`config.mk`:
```
export PLATFORM = sky130hd
export DESIGN_NAME = board_region_writer
export DESIGN_NICKNAME = d
export VERILOG_FILES = /design/src/rtl/board_region_writer.sv
export SDC_FILE = /design/constraint.sdc
export NUM_CORES = 1
export LEC_CHECK = 0
export CORE_MARGIN = 2
export CORE_UTILIZATION = 57
export CTS_CLUSTER_DIAMETER = 40
export CTS_CLUSTER_SIZE = 20
export DETAILED_ROUTE_END_ITERATION = 10
export PLACE_DENSITY = 0.8
export SYNTH_ARGS = -nofsm -noshare
export SYNTH_HDL_FRONTEND = slang
export SYNTH_SLANG_ARGS = --single-unit
```
`constraint.sdc`:
```
create_clock -name Clk -period 8.6 [get_ports Clk]
set_clock_uncertainty 0.1 [all_clocks]
set_input_delay 0.86 -clock Clk [delete_from_list [all_inputs] [get_ports Clk]]
set_output_delay 0.86 -clock Clk [all_outputs]
set_load 0.1 [all_outputs]
```
`src/rtl/board_region_writer.sv`:
```
`default_nettype none
// ============================================================================
// Module      : board_region_writer
// Description : Rectangle fill engine for the background frame RAM write port.
//               Latches a rectangle request and writes one palette index per
//               clock, row by row, suppressing writes that fall off the board.
// Revision    : 1.0 - initial release
// ============================================================================
module board_region_writer #(
    parameter int IMG_W  = 280,
    parameter int IMG_H  = 310,
    parameter int ADDR_W = 19,
    parameter int PIX_W  = 5
) (
    input  logic              Clk,
    input  logic              Reset_n,
    input  logic              req_valid,
    output logic              req_ready,
    input  logic [8:0]        req_x,
    input  logic [8:0]        req_y,
    input  logic [4:0]        req_w,
    input  logic [4:0]        req_h,
    input  logic [PIX_W-1:0]  req_color,
    input  logic              hold,
    output logic [ADDR_W-1:0] write_address,
    output logic [PIX_W-1:0]  data_In,
    output logic              we,
    output logic              busy,
    output logic              done
);

    localparam logic [ADDR_W-1:0] c_IMG_W_A  = ADDR_W'(IMG_W);
    localparam logic [9:0]        c_IMG_W_10 = 10'(IMG_W);
    localparam logic [9:0]        c_IMG_H_10 = 10'(IMG_H);

    typedef enum logic [1:0] {
        S_IDLE  = 2'd0,
        S_SETUP = 2'd1,
        S_FILL  = 2'd2,
        S_DONE  = 2'd3
    } state_t;

    state_t              r_state;
    logic [8:0]          r_x;
    logic [8:0]          r_y;
    logic [4:0]          r_w;
    logic [4:0]          r_h;
    logic [PIX_W-1:0]    r_color;
    logic [4:0]          r_col;
    logic [4:0]          r_row;
    logic [ADDR_W-1:0]   r_row_base;
    logic [ADDR_W-1:0]   r_write_address;
    logic [PIX_W-1:0]    r_data_in;
    logic                r_we;
    logic                r_busy;
    logic                r_done;
    logic                r_req_ready;

    // Clip test: 10-bit sums so a column/row offset can never wrap back on-board
    logic [9:0] w_x_sum;
    logic [9:0] w_y_sum;
    logic       w_pix_on_board;
    logic       w_last_col;
    logic       w_last_row;

    assign w_x_sum        = {1'b0, r_x} + {5'b0, r_col};
    assign w_y_sum        = {1'b0, r_y} + {5'b0, r_row};
    assign w_pix_on_board = (w_x_sum < c_IMG_W_10) && (w_y_sum < c_IMG_H_10);
    assign w_last_col     = (r_col == (r_w - 5'd1));
    assign w_last_row     = (r_row == (r_h - 5'd1));

    // Request handshake, rectangle walk and registered RAM write port
    always_ff @(posedge Clk or negedge Reset_n) begin
        if (!Reset_n) begin
            r_state         <= S_IDLE;
            r_x             <= '0;
            r_y             <= '0;
            r_w             <= '0;
            r_h             <= '0;
            r_color         <= '0;
            r_col           <= '0;
            r_row           <= '0;
            r_row_base      <= '0;
            r_write_address <= '0;
            r_data_in       <= '0;
            r_we            <= 1'b0;
            r_busy          <= 1'b0;
            r_done          <= 1'b0;
            r_req_ready     <= 1'b0;
        end else begin
            case (r_state)
                S_IDLE: begin
                    r_we   <= 1'b0;
                    r_done <= 1'b0;
                    // Only accept once ready has actually been advertised
                    if (r_req_ready && req_valid) begin
                        r_x         <= req_x;
                        r_y         <= req_y;
                        r_w         <= req_w;
                        r_h         <= req_h;
                        r_color     <= req_color;
                        r_req_ready <= 1'b0;
                        r_busy      <= 1'b1;
                        r_state     <= S_SETUP;
                    end else begin
                        r_req_ready <= 1'b1;
                        r_busy      <= 1'b0;
                    end
                end
                S_SETUP: begin
                    r_we       <= 1'b0;
                    r_row_base <= (ADDR_W'(r_y) * c_IMG_W_A) + ADDR_W'(r_x);
                    r_col      <= '0;
                    r_row      <= '0;
                    if ((r_w == 5'd0) || (r_h == 5'd0)) begin
                        r_state <= S_DONE;
                    end else begin
                        r_state <= S_FILL;
                    end
                end
                S_FILL: begin
                    if (hold) begin
                        r_we <= 1'b0;
                    end else begin
                        r_we            <= w_pix_on_board;
                        r_write_address <= r_row_base + ADDR_W'(r_col);
                        r_data_in       <= r_color;
                        if (w_last_col) begin
                            r_col <= '0;
                            if (w_last_row) begin
                                r_state <= S_DONE;
                            end else begin
                                r_row      <= r_row + 5'd1;
                                r_row_base <= r_row_base + c_IMG_W_A;
                            end
                        end else begin
                            r_col <= r_col + 5'd1;
                        end
                    end
                end
                S_DONE: begin
                    r_we    <= 1'b0;
                    r_done  <= 1'b1;
                    r_state <= S_IDLE;
                end
                default: begin
                    r_state <= S_IDLE;
                end
            endcase
        end
    end

    assign req_ready     = r_req_ready;
    assign write_address = r_write_address;
    assign data_In       = r_data_in;
    assign we            = r_we;
    assign busy          = r_busy;
    assign done          = r_done;

endmodule
`default_nettype wire

```
==> results.sh <==
export IMPL_status="finished, final reports clean"
export IMPL_cpPeakStageDelay_ps=530
export IMPL_htreeDepth=3
export IMPL_drt_wl_total_um=13700
export IMPL_cp_slowest_cell="fa_1"
export IMPL_ff2ff_path_depth=13
export IMPL_vias=5049
export IMPL_cts_sinks=92
export IMPL_drive_gt1_share_pct=9.07
export IMPL_drc=0
export IMPL_max_freq_mhz=264
export IMPL_drt_antenna_violating_nets=0
export IMPL_startpoint_type="flop"
export IMPL_wl_per_cell_um=15.8
export IMPL_final_common_cell="dfrtp_1"
export IMPL_hold_buffers=0
export IMPL_die_w_um=109
export IMPL_portBuffers=64
export IMPL_clk_pin_slew_ps=90
export IMPL_diodes=0
export IMPL_synth_edf_count=0
export IMPL_synth_warnings=0
export IMPL_clock_path_buffers=2
export IMPL_start_util_pct=58.1
export IMPL_maxCapViolCount=0
export IMPL_drv_slew=0
export IMPL_post_cts_buffers=0
export IMPL_path_cells="ha_1 -> ha_1 -> inv_1 -> fa_1 -> inv_1 -> ha_1 -> o21ai_0 -> a21oi_1 -> a2bb2oi_1 -> xor2_1 -> and4_1 -> xnor2_1 -> a211oi_1"
export IMPL_die_h_um=109
export IMPL_cp_data_required_time_ps=8800
export IMPL_ioPinCount=65
export IMPL_route_met3_wl_um=695
export IMPL_nNetsFinal=824
export IMPL_die_area_mm2=0.0119
export IMPL_synth_area_per_cell_um2=9.37
export IMPL_dpl_hpwl_um=10500
export IMPL_highest_layer="met4"
export IMPL_worst_endpoint_arrival_ps=3990
export IMPL_path_delay_family="adder cells"
export IMPL_area_growth_pct=15.3
export IMPL_cts_tree="done"
export IMPL_fin_crit_ps=3780
export IMPL_netlist_instances=669
export IMPL_end_kind="flop"
export IMPL_overflow=0
export IMPL_synth_cell_type_count=58
export IMPL_grt_max_degree=92
export IMPL_finalSetupTns_ps=0
export IMPL_hold_viol=0
export IMPL_hold_ws_ps=136
export IMPL_first_global_vias=4961
export IMPL_clk_latency_ps=390
export IMPL_cts_buffers=9
export IMPL_crit_fanout=8
export IMPL_synth_area_mm2=0.00627
export IMPL_fp_row_count=38
export IMPL_path_common_cell="ha_1"
export IMPL_r2r_end="r_row_base[15]"
export IMPL_finalCritPeriodShare_pct=44.0
export IMPL_grt_pass1_wl_um=23000
export IMPL_synth_fp_nets=770
export IMPL_cts_root_buf="clkbuf_8"
export IMPL_yosys_top_cells_area="dfrtp_1 37%, ha_1 11%, mux2_2 6.3%"
export IMPL_dr_pass1_iters=5
export IMPL_drtIter0Drc=379
export IMPL_drt_met1_wl_um=5960
export IMPL_synth_async_reset_ratio_pct=100
export IMPL_setup_violations_final=0
export IMPL_worst_slew_pin_transition_ps=1230
export IMPL_core_mm2=0.0108
export IMPL_r2r_start="r_y[8]"
export IMPL_via_per_inst=5.82
export IMPL_cts_resized=0
export IMPL_reg2reg_slack_ps=4820
export IMPL_crit_buf_inv=2
export IMPL_antenna_found_initial=0
export IMPL_synth_seq_cells=92
export IMPL_place_congestion=0.859
export IMPL_rsz0062_at_grt="false"
export IMPL_synth_top_area_share_pct=36.7
export IMPL_hold_class="in -> async"
export IMPL_crit_type="reg -> reg"
export IMPL_ys_seq_area_share_pct=36.7
export IMPL_met2_length_um=6830
export IMPL_grtUsageTotal_pct=24.7
export IMPL_layout_common_cells="92 x dfrtp_1, 78 x nand2_1, 63 x clkdlybuf4s50_1, 56 x o21ai_0, 56 x ha_1"
export IMPL_synth_top_area_cell="dfrtp_1"
export IMPL_slew_headroom_pct=17.7
export IMPL_ys_flop_type="dfrtp_1"
[metrics by stage]
| stage | worst slack (ps) | std cells | util [%] | instance area (µm²) |
|---|---|---|---|---|
| 4_1_cts | 4860 | 868 | 67.0 | 7230 |
| 5_1_grt | 4620 | 868 | 67.0 | 7230 |
| 6_report | 4820 | 868 | 67.0 | 7230 |
| 3_5_place_dp | 4890 | 852 | 65.0 | 7020 |
| 3_3_place_gp | 5040 | 852 | 65.0 | 7020 |
| 2_1_floorplan | 5080 | 669 | - | 6270 |
[worst register-to-register path, stage by stage (launching register included)]
cell and delay [ps]:
dfrtp_1 470, ha_1 310, ha_1 280, inv_1 50, fa_1 530, inv_1 40
ha_1 420, o21ai_0 150, a21oi_1 230, a2bb2oi_1 210, xor2_1 310, and4_1 290
xnor2_1 70, a211oi_1 230
[cells by family (layout without fill, tap and decap cells)]
kind of cell | Yosys count | count (layout) | share of synthesized area, %
muxes | 39 | 39 | 6.92
buffers and inverters | 72 | 131 | 4.37
DFF | 92 | 92 | 36.7
adders and majority gates | 64 | 64 | 13.7
and+or+nand+nor | 186 | 186 | 14.3
AOI/OAI and AO/OA | 159 | 159 | 16.0
xor gates and xnor gates | 57 | 57 | 7.96
[metal layers]
layer | vias to the layer above | track usage [%]
met4 | 0 | 9.16
li1 | 2460 | -
met2 | 169 | 42.0
met1 | 2394 | 31.4
met3 | 26 | 4.18
met5 | - | 0
[Yosys cell counts (7+ instances only)]
master    number
ha_1          56
mux2_2        35
xnor2_1       28
nor3_1        14
o21a_1         7
nor2_1        29
a21oi_1       36
a211oi_1       7
o21ai_0       56
nor2b_1        9
xor2_1        29
dfrtp_1       92
clkbuf_1      22
nand2_1       78
fa_1           8
nand3_1       16
inv_1         47
[area by class of cell]
| type | instances | area, µm² |
|---|---|---|
| Fill cell | 854 | 3560 |
| Inverter | 47 | 176 |
| Sequential cell | 92 | 2300 |
| Clock inverter | 6 | 87.6 |
| Timing Repair Buffer | 68 | 668 |
| Multi-Input combinational cell | 505 | 3690 |
| Tap cell | 140 | 175 |
| Clock buffer | 10 | 128 |
[sequential cells by signal, summed over array words and instances, names as in the netlist, 2 cells and up]
| signal | count |
|---|---|
| r_h | 5 |
| r_col | 5 |
| r_w | 5 |
| r_x | 9 |
| r_color | 5 |
| r_row | 5 |
| write_address | 19 |
| r_row_base | 19 |
| data_In | 5 |
| r_state | 2 |
| r_y | 9 |
[worst max-delay path by stage]
stage / start / to / slack (ps) / depth (start not counted)
2_1_floorplan: r_y[6] / r_row_base[15] / 5080 / 13
3_3_place_gp: r_y[8] / r_row_base[15] / 5040 / 13
3_5_place_dp: r_y[8] / r_row_base[15] / 4890 / 13
4_1_cts: r_y[8] / r_row_base[15] / 4860 / 13
5_1_grt: r_y[8] / r_row_base[15] / 4620 / 13
6_report: r_y[8] / r_row_base[15] / 4820 / 13
Power is left out: the tool's default activity adds up to more than one toggle a clock period on the data nets, which glitch-free logic cannot reach.
